==> src/rtl/mesi_bus_pkg.sv <==
// Shared types for the MESI snooping-bus arbiter: sequencer states and bus op codes.
package mesi_bus_pkg;

    typedef enum logic [2:0] {
        IDLE  = 3'd0,
        GRANT = 3'd1,
        SNOOP = 3'd2,
        FLUSH = 3'd3,
        DONE  = 3'd4
    } bus_state_t;

    typedef enum logic {
        BUS_RD  = 1'b0,
        BUS_RDX = 1'b1
    } bus_op_t;

    function automatic int unsigned max_u(input int unsigned a, input int unsigned b);
        return (a > b) ? a : b;
    endfunction

endpackage

==> src/rtl/mesi_rr_pick.sv <==
// Combinational round-robin selector: first set request at or after i_rr_ptr, wrapping.
module mesi_rr_pick #(
    parameter int unsigned N  = 4,
    parameter int unsigned PW = 2
) (
    input  logic [N-1:0]  i_req,
    input  logic [PW-1:0] i_rr_ptr,
    output logic          o_valid,
    output logic [PW-1:0] o_owner,
    output logic [N-1:0]  o_owner_oh
);

    // One spare bit so rr_ptr + offset cannot overflow before the modulo wrap.
    logic [PW:0] w_idx;

    always_comb begin
        o_valid    = 1'b0;
        o_owner    = '0;
        o_owner_oh = '0;
        w_idx      = '0;
        for (int unsigned i = 0; i < N; i++) begin
            w_idx = (PW+1)'(i_rr_ptr) + (PW+1)'(i);
            if (w_idx >= (PW+1)'(N)) begin
                w_idx = w_idx - (PW+1)'(N);
            end
            if (!o_valid && i_req[w_idx[PW-1:0]]) begin
                o_valid                     = 1'b1;
                o_owner                     = w_idx[PW-1:0];
                o_owner_oh                  = '0;
                o_owner_oh[w_idx[PW-1:0]]   = 1'b1;
            end
        end
    end

endmodule

==> src/rtl/mesi_bus_arbiter.sv <==
// Round-robin arbiter and transaction sequencer for the MESI snooping bus:
// grant, one-cycle snoop broadcast, fixed snoop window, optional flush hold, done.
module mesi_bus_arbiter
    import mesi_bus_pkg::*;
#(
    parameter int unsigned N_CACHES     = 4,
    parameter int unsigned SNOOP_CYCLES = 2,
    parameter int unsigned FLUSH_CYCLES = 4
) (
    input  logic                clk,
    input  logic                reset,
    input  logic [N_CACHES-1:0] req,
    input  logic [N_CACHES-1:0] req_rdx,
    input  logic [N_CACHES-1:0] snoop_shared,
    input  logic [N_CACHES-1:0] snoop_flush,
    output logic [N_CACHES-1:0] gnt,
    output logic [N_CACHES-1:0] snoop_rd,
    output logic [N_CACHES-1:0] snoop_rdx,
    output logic [N_CACHES-1:0] done,
    output logic                shared_resp,
    output logic                flush_resp,
    output logic                busy
);

    localparam int unsigned PW = (N_CACHES > 1) ? $clog2(N_CACHES) : 1;
    localparam int unsigned CW = $clog2(max_u(SNOOP_CYCLES, FLUSH_CYCLES) + 1);
    localparam logic [CW-1:0] SNOOP_LAST = CW'(SNOOP_CYCLES - 1);
    localparam logic [CW-1:0] FLUSH_LAST = CW'(FLUSH_CYCLES - 1);
    localparam logic [PW-1:0] OWNER_MAX  = PW'(N_CACHES - 1);

    bus_state_t          r_state,    w_state_nxt;
    logic [PW-1:0]       r_owner,    w_owner_nxt;
    logic [N_CACHES-1:0] r_owner_oh, w_owner_oh_nxt;
    bus_op_t             r_op,       w_op_nxt;
    logic [PW-1:0]       r_rr_ptr,   w_rr_nxt;
    logic [CW-1:0]       r_cnt,      w_cnt_nxt;
    logic                r_sh_acc,   w_sh_nxt;
    logic                r_fl_acc,   w_fl_nxt;

    logic [N_CACHES-1:0] r_gnt,       w_gnt_nxt;
    logic [N_CACHES-1:0] r_snoop_rd,  w_snoop_rd_nxt;
    logic [N_CACHES-1:0] r_snoop_rdx, w_snoop_rdx_nxt;
    logic [N_CACHES-1:0] r_done,      w_done_nxt;
    logic                r_shared_resp, w_shared_resp_nxt;
    logic                r_flush_resp,  w_flush_resp_nxt;
    logic                r_busy,        w_busy_nxt;

    logic                w_pick_valid;
    logic [PW-1:0]       w_pick_owner;
    logic [N_CACHES-1:0] w_pick_oh;
    logic                w_hit_shared;
    logic                w_hit_flush;

    mesi_rr_pick #(
        .N  (N_CACHES),
        .PW (PW)
    ) u_rr_pick (
        .i_req      (req),
        .i_rr_ptr   (r_rr_ptr),
        .o_valid    (w_pick_valid),
        .o_owner    (w_pick_owner),
        .o_owner_oh (w_pick_oh)
    );

    // Snoop hits from non-owners only; a flushing snooper also counts as sharing.
    assign w_hit_shared = |((snoop_shared | snoop_flush) & ~r_owner_oh);
    assign w_hit_flush  = |(snoop_flush & ~r_owner_oh);

    always_comb begin
        w_state_nxt    = r_state;
        w_owner_nxt    = r_owner;
        w_owner_oh_nxt = r_owner_oh;
        w_op_nxt       = r_op;
        w_rr_nxt       = r_rr_ptr;
        w_cnt_nxt      = r_cnt;
        w_sh_nxt       = r_sh_acc;
        w_fl_nxt       = r_fl_acc;

        case (r_state)
            IDLE: begin
                if (w_pick_valid) begin
                    w_state_nxt    = GRANT;
                    w_owner_nxt    = w_pick_owner;
                    w_owner_oh_nxt = w_pick_oh;
                    w_op_nxt       = req_rdx[w_pick_owner] ? BUS_RDX : BUS_RD;
                    w_cnt_nxt      = '0;
                end
            end
            GRANT: begin
                w_state_nxt = SNOOP;
                w_sh_nxt    = 1'b0;
                w_fl_nxt    = 1'b0;
                w_cnt_nxt   = SNOOP_LAST;
            end
            SNOOP: begin
                w_sh_nxt = r_sh_acc | w_hit_shared;
                w_fl_nxt = r_fl_acc | w_hit_flush;
                if (r_cnt == '0) begin
                    if (w_fl_nxt) begin
                        w_state_nxt = FLUSH;
                        w_cnt_nxt   = FLUSH_LAST;
                    end else begin
                        w_state_nxt = DONE;
                        w_cnt_nxt   = '0;
                    end
                end else begin
                    w_cnt_nxt = r_cnt - CW'(1);
                end
            end
            FLUSH: begin
                if (r_cnt == '0) begin
                    w_state_nxt = DONE;
                    w_cnt_nxt   = '0;
                end else begin
                    w_cnt_nxt = r_cnt - CW'(1);
                end
            end
            DONE: begin
                w_state_nxt = IDLE;
                w_cnt_nxt   = '0;
                w_rr_nxt    = (r_owner == OWNER_MAX) ? '0 : r_owner + PW'(1);
            end
            default: begin
                w_state_nxt = IDLE;
                w_cnt_nxt   = '0;
            end
        endcase

        // Outputs are decoded from the upcoming state so they register in step with it.
        w_gnt_nxt         = '0;
        w_snoop_rd_nxt    = '0;
        w_snoop_rdx_nxt   = '0;
        w_done_nxt        = '0;
        w_shared_resp_nxt = 1'b0;
        w_flush_resp_nxt  = 1'b0;
        w_busy_nxt        = (w_state_nxt != IDLE);

        if (w_state_nxt != IDLE) begin
            w_gnt_nxt = w_owner_oh_nxt;
        end
        if (w_state_nxt == GRANT) begin
            if (w_op_nxt == BUS_RDX) begin
                w_snoop_rdx_nxt = ~w_owner_oh_nxt;
            end else begin
                w_snoop_rd_nxt  = ~w_owner_oh_nxt;
            end
        end
        if (w_state_nxt == DONE) begin
            w_done_nxt        = w_owner_oh_nxt;
            w_shared_resp_nxt = w_sh_nxt;
            w_flush_resp_nxt  = w_fl_nxt;
        end
    end

    always_ff @(posedge clk) begin
        if (reset) begin
            r_state       <= IDLE;
            r_owner       <= '0;
            r_owner_oh    <= '0;
            r_op          <= BUS_RD;
            r_rr_ptr      <= '0;
            r_cnt         <= '0;
            r_sh_acc      <= 1'b0;
            r_fl_acc      <= 1'b0;
            r_gnt         <= '0;
            r_snoop_rd    <= '0;
            r_snoop_rdx   <= '0;
            r_done        <= '0;
            r_shared_resp <= 1'b0;
            r_flush_resp  <= 1'b0;
            r_busy        <= 1'b0;
        end else begin
            r_state       <= w_state_nxt;
            r_owner       <= w_owner_nxt;
            r_owner_oh    <= w_owner_oh_nxt;
            r_op          <= w_op_nxt;
            r_rr_ptr      <= w_rr_nxt;
            r_cnt         <= w_cnt_nxt;
            r_sh_acc      <= w_sh_nxt;
            r_fl_acc      <= w_fl_nxt;
            r_gnt         <= w_gnt_nxt;
            r_snoop_rd    <= w_snoop_rd_nxt;
            r_snoop_rdx   <= w_snoop_rdx_nxt;
            r_done        <= w_done_nxt;
            r_shared_resp <= w_shared_resp_nxt;
            r_flush_resp  <= w_flush_resp_nxt;
            r_busy        <= w_busy_nxt;
        end
    end

    assign gnt         = r_gnt;
    assign snoop_rd    = r_snoop_rd;
    assign snoop_rdx   = r_snoop_rdx;
    assign done        = r_done;
    assign shared_resp = r_shared_resp;
    assign flush_resp  = r_flush_resp;
    assign busy        = r_busy;

endmodule

==> config.mk <==
export PLATFORM = sky130hd
export DESIGN_NAME = mesi_bus_arbiter
export DESIGN_NICKNAME = d
export VERILOG_FILES = /design/src/rtl/mesi_bus_pkg.sv /design/src/rtl/mesi_rr_pick.sv /design/src/rtl/mesi_bus_arbiter.sv
export SDC_FILE = /design/constraint.sdc
export NUM_CORES = 1
export LEC_CHECK = 0
export CORE_MARGIN = 8
export CORE_UTILIZATION = 54
export CTS_BUF_LIST = sky130_fd_sc_hd__clkbuf_8
export DETAILED_ROUTE_END_ITERATION = 8
export MAX_ROUTING_LAYER = met4
export PLACE_DENSITY_LB_ADDON = 0.3
export SLEW_MARGIN = 20
export SYNTH_ARGS = -nofsm -noshare
export SYNTH_HDL_FRONTEND = slang
export SYNTH_SLANG_ARGS = --single-unit
==> constraint.sdc <==
create_clock -name clk -period 3.4 [get_ports clk]
set_clock_uncertainty 0.1 [all_clocks]
set_input_delay 0.34 -clock clk [delete_from_list [all_inputs] [get_ports clk]]
set_output_delay 0.34 -clock clk [all_outputs]
set_load 0.01 [all_outputs]
* Word-level counts from Yosys, hierarchy flattened *
Index checks and enable logic that the tools add are counted.

word-level totals
  output and inout bits = 19
  word-level logic and storage cells = 128
  register bits = 36
  input bits = 18

operators by class
  reductions and logical operators = 20
  add/sub/neg operators = 9
  $lt $le $gt $ge = 13
  bitwise logic cells = 11
  mux-type cells = 52
  equal/unequal tests = 8

operator list
  kind                                                                    number
  4-bit two-way mux                                                       6
  3-bit case mux with 4 select lines                                      2
  3-bit two-way mux                                                       7
  2-bit two-way mux                                                       10
  1-bit two-way mux                                                       16
  2-bit by 3-bit < comparator with 1-bit output (second input constant)   5
  1-bit binary-select mux with 2-bit select                               5
  3-bit >= comparator (second input constant)                             3
  4-bit bitwise AND                                                       2
  1-bit demux with 2-bit select                                           4
  2-bit by 1-bit >= comparator with 1-bit output (second input constant)  4
  4-bit NOT                                                               2
  4-bit OR reduction                                                      2
  2-bit by 1-bit subtractor with 2-bit output (second input constant)     4
  1-bit logical AND                                                       7
  2-bit by 2-bit adder with 3-bit output (second input constant)          2
  3-bit by 1-bit == test with 1-bit output (second input constant)        2
  3-bit by 2-bit == test with 1-bit output (second input constant)        2
  3-bit == test (second input constant)                                   2
  3-bit zero test                                                         2
  3-bit OR reduction                                                      2
  1-bit NOT                                                               4
  4-bit bitwise OR                                                        1
  1-bit case mux with 2 select lines                                      2
  other kinds (11)                                                        15

* Longest topological paths before layout *
  depth after elaboration = 21
  depth in mapped cells = 12
  mapped depth without buffers = 8

* Cells and area by module *
A second synthesis with hierarchy kept.

unflattened totals
  cell total of the unflattened synthesis = 214
  area, all modules = 1,844.3 µm²

modules (own cells, without submodules)
  module            area an instance (µm²)  cells an instance  instances  seq. area each (µm²)
  mesi_bus_arbiter  1,373.8                 149                1          700.7
  mesi_rr_pick      470.5                   65                 1          0.0

* Worst setup path before layout *
No wires, ideal clock.

  path type = flip-flop to flip-flop
  start = register r_rr_ptr[0]
  end = register r_snoop_rd[0] (netlist: snoop_rd[0])
  buffers on the path = 3
  slack = 0.387 ns
  cell stages (with the launch flop) = 11
  clock period less this slack = 3.013 ns
  data required time = 3.227 ns
  library setup time = 0.073 ns
  arrival time = 2.840 ns
  cell sequence = dfxtp_1 > buf_6 > buf_2 > inv_1 > ha_1 > buf_2 > mux4_2 > nor2b_1 > o31ai_1 > or4b_4 > a21oi_1

between the ends
  longest elaborated chain between the ends = 20
  elaborated cells on any way between the ends = 74
  classes of those cells = 7 x add/sub; 12 x order compare; 1 x eq/ne; 41 x mux; 2 x bitwise; 11 x reduce/logical

ends and longest elaborated chain
  item                                                                             RTL line                 RTL
  start, declared                                                                  mesi_bus_arbiter.sv:35   logic [PW-1:0] r_rr_ptr, w_rr_nxt;
  start signal, assigned                                                           mesi_bus_arbiter.sv:177  r_rr_ptr <= w_rr_nxt;
  branches (longest 20 deep; another with 2-bit by 1-bit adder with 3-bit output)  --
  end signal, assigned                                                             mesi_bus_arbiter.sv:182  r_snoop_rd <= w_snoop_rd_nxt;
  end, declared                                                                    mesi_bus_arbiter.sv:41   logic [N_CACHES-1:0] r_snoop_rd, w_snoop_rd_nxt;

Parallel ways; which one is timed is not known. The select of a mux whose other input is x is not followed.
A chain may end at the register's enable or synchronous reset.

* Worst setup path after layout *
  start = register r_rr_ptr[0]
  end = register r_owner_oh[3]

between the ends
  longest elaborated chain between the ends = 16
  elaborated cells on any way between the ends = 59
  classes of those cells = 7 x add/sub; 12 x order compare; 30 x mux; 10 x reduce/logical

ends and longest elaborated chain
  item                                                                             RTL line                 RTL
  branches (longest 14 deep; another with 2-bit by 1-bit adder with 3-bit output)  --
  4-bit two-way mux (*)                                                            mesi_bus_arbiter.sv:81   if (w_pick_valid) begin
  4-bit two-way mux (*)                                                            mesi_bus_arbiter.sv:79   case (r_state)
  end signal, assigned                                                             mesi_bus_arbiter.sv:175  r_owner_oh <= w_owner_oh_nxt;
  end, declared                                                                    mesi_bus_arbiter.sv:33   logic [N_CACHES-1:0] r_owner_oh, w_owner_oh_nxt;

Mark *: on every way between the ends. The select of a mux whose other input is x is not followed.

==> results.py <==
metrics = {
    "status": {
        "status": "completed",
    },
    "worst_setup_path": {
        "r2r-end": "r_owner_oh[3]$_SDFF_PP0_",
        "critical_path_required_ps": 3520,
        "end_kind": "flop",
        "rrSetupSlack_ps": 610,
        "crit_path_start_kind": "flop",
        "cp_max_fo": 8,
        "critical-path-max-stage-delay_ps": 400,
        "criticalPathCategory": "flop to flop",
        "critPathSlowestCell": "o2111ai_1",
        "crit_arrival_ps": 2910,
        "r2r-start": "r_rr_ptr[0]$_SDFFE_PP0N_",
        "path_cells": "inv_1, ha_1, buf_4, or3b_1, a211o_1, o221a_2, o2111ai_1, a21boi_1, nor2b_1",
        "reg2reg_depth": 9,
    },
    "routing": {
        "ant_nets": 0,
        "drc": 0,
        "via_per_inst": 5.55,
        "drtIter0Drc": 73,
        "num_vias": 1720,
        "avgRoutedWirePerCell_um": 15.0,
        "first_pass_iters": 4,
        "drt-total-wl_um": 4650,
    },
    "floorplan": {
        "die_h_um": 76.8,
        "fp.dieArea_um2": 5900,
        "start_util_pct": 55.4,
        "die_w_um": 76.8,
        "core_um2": 3610,
        "ios": 37,
        "num_rows": 22,
    },
    "synthesis": {
        "ys.flop_type": "dfxtp_1",
        "synthDistinctLibCells": 55,
        "syn_inst": 225,
        "yosys_warnings": 0,
        "syn_nets": 250,
        "synthArstFlopShare_pct": 0,
        "ys_seq_elements": 35,
        "seq_area_frac_synth_pct": 35.1,
        "syn_area_um2": 2000,
        "synth_edf_count": 0,
        "avgSynthCellArea_um2": 8.88,
    },
    "final_layout": {
        "drive_gt1_share_pct": 11.8,
        "final_cells": 310,
        "area_delta_synth_final_pct": 24.7,
        "num-nets-final": 286,
        "antennaDiodeCount": 0,
    },
    "placed_design": {
        "hpwl_um": 3540,
        "finalWeightedCongestion": 0.896,
        "dp.cells": 302,
        "port_buffers": 36,
    },
    "global_route": {
        "grt_usage_pct": 16.3,
        "antenna_found_initial": 0,
        "grt_util_met3_pct": 4.43,
        "grt_busiest_layer": "met2",
        "met1_usage_pct": 19.3,
        "grt_first_pass_wirelength_um": 7920,
        "grt_max_degree": 22,
        "grt_pass1_vias": 1709,
        "grt_overflow_total": 0,
        "met2_usage_pct": 26.6,
    },
    "clock_tree": {
        "hold_buffers": 0,
        "h-tree-depth": 2,
        "clock_latency_ps": 280,
        "post_cts_buffers": 0,
        "cts_made_buffers": 5,
        "clkTransAtPathRegs_ps": 80,
        "cts_tree": "built",
        "clock-sinks": 35,
        "cts_repair_resize_count": 0,
        "root_buffer": "clkbuf_8",
        "clock_path_buffers": 2,
    },
    "sta": {
        "setup_tns_ps": 0,
        "max_slew_margin_pct": 53.2,
        "rsz0062_at_grt": "false",
        "finalSetupViolCount": 0,
        "timing.final.crit_share_pct": 82.1,
        "fin_crit_ps": 2790,
        "tightest_slew_ps": 697,
        "fmax_mhz": 358,
        "finalMaxSlewViolations": 0,
        "hold_violations": 0,
    },
    "min_path": {
        "hold_path_class": "flop to flop",
        "hp-start": "r_cnt[1]$_SDFFE_PP0P_",
        "hold_path_end": "r_cnt[1]$_SDFFE_PP0P_",
        "hold_depth": 2,
    },
    "pwr": {
        "power_leakage_nw": 0.916,
        "vdd_drop_max_mv": 0.331,
        "powerDensity_nw_per_um2": 541,
    },
    "flow_run": {
        "max-cap-violations": 0,
    },
}
stage by stage:
stage          power [W]  area (um^2)  util (%)  setup WS, ps  hold slack [ps]
2_1_floorplan   0.000825         2000         -           387              332
3_3_place_gp    0.000977         2380      65.9           483              340
3_5_place_dp    0.000984         2380      65.9           449              345
4_1_cts          0.00135         2490      69.0           627              355
5_1_grt          0.00143         2490      69.0           452              387
6_report         0.00135         2490      69.0           608              350
critical path: cells and delay by family, from the launching register on:
kind                       cells  cell delay [ps]
AOI/OAI and AO/OA              4             1180
adders and majority gates      1              340
buffers and inverters          2              270
DFF                            1              330
and+or+nand+nor                2              490
flip-flops by register name, indices dropped and copies added (netlist names):
name         count
done             4
gnt              4
r_owner_oh       4
snoop_rd         4
snoop_rdx        4
r_cnt            3
r_state          3
r_owner          2
r_rr_ptr         2
busy             1
flush_resp       1
r_fl_acc         1
r_sh_acc         1
shared_resp      1
cells in the final DEF (no fill, tap or decap), types with 5 or more instances in the layout:
cell,netlist,final
dfxtp_1,35,35
clkdlybuf4s50_1,0,36
nand2_1,15,15
nor2_1,13,13
ha_1,7,7
clkbuf_8,0,5
inv_1,13,13
nor2b_1,9,9
a21oi_1,21,21
and2_1,11,11
nor3b_1,5,5
o21ai_0,12,12
buf_4,1,5
cell families (layout without fill, tap and decap cells):
family,after synthesis,in the layout,synth area share (%)
AOI/OAI and AO/OA,65,65,22.2
adders and majority gates,7,7,4.39
buffers and inverters,25,62,6.33
DFF,35,35,35.1
muxes,10,10,7.71
and+or+nand+nor,83,83,24.3
worst max path at each step:
stage                              from                        to  slack (ps)  depth (start not counted)
3_5_place_dp                     req[2]    snoop_rd[1]$_SDFF_PP0_         450                          6
6_report       r_rr_ptr[0]$_SDFFE_PP0N_  r_owner_oh[3]$_SDFF_PP0_         610                          9
3_3_place_gp                     req[2]    snoop_rd[3]$_SDFF_PP0_         480                          6
5_1_grt        r_rr_ptr[0]$_SDFFE_PP0N_  r_owner_oh[3]$_SDFF_PP0_         450                          9
2_1_floorplan  r_rr_ptr[0]$_SDFFE_PP0N_    snoop_rd[0]$_SDFF_PP0_         390                         10
4_1_cts        r_rr_ptr[0]$_SDFFE_PP0N_  r_owner_oh[3]$_SDFF_PP0_         630                          9
per-layer routing:
layer / up-vias / share of wire, %
met5: - / 0
met4: 0 / 0.80
met3: 6 / 5.5
met2: 43 / 47
met1: 792 / 46
li1: 879 / -
final cells by class:
class	count	area, um^2
clock buffers	5	68.8
clock inverters	3	43.8
fillers	306	1120
inverters	13	48.8
multi-input cells	165	1170
flip-flops and latches	35	701
well taps	48	60.1
repair buffers	41	398
Yosys cell counts, types with 2 or more instances:
| master | count | area [um^2] |
|---|---|---|
| mux4_2 | 4 | 90.1 |
| nor3b_1 | 5 | 37.5 |
| nand2_1 | 15 | 56.3 |
| a22o_1 | 2 | 17.5 |
| o21ai_0 | 12 | 60.1 |
| nor2b_1 | 9 | 56.3 |
| o2111ai_1 | 4 | 35.0 |
| nand2b_1 | 3 | 18.8 |
| buf_2 | 5 | 25.0 |
| and2_1 | 11 | 68.8 |
| nor2_1 | 13 | 48.8 |
| a21boi_1 | 4 | 30.0 |
| clkbuf_1 | 2 | 7.51 |
| inv_1 | 13 | 48.8 |
| nand3_1 | 4 | 20.0 |
| a21o_1 | 3 | 22.5 |
| a211o_1 | 2 | 17.5 |
| ha_1 | 7 | 87.6 |
| buf_6 | 3 | 33.8 |
| nand3b_1 | 3 | 22.5 |
| mux2_2 | 3 | 33.8 |
| a21oi_1 | 21 | 105 |
| a311oi_1 | 2 | 17.5 |
| nor3_1 | 4 | 20.0 |
| and2_0 | 4 | 25.0 |
| mux2i_1 | 3 | 30.0 |
| dfxtp_1 | 35 | 701 |
| o211ai_1 | 2 | 15.0 |
power breakdown:
group          internal [W]  total (W)  switching [W]
combinational      0.000218   0.000466       0.000248
clock              0.000218   0.000370       0.000152
sequential         0.000473   0.000510      0.0000367
No activity file was read; power rests on OpenSTA's default activity.
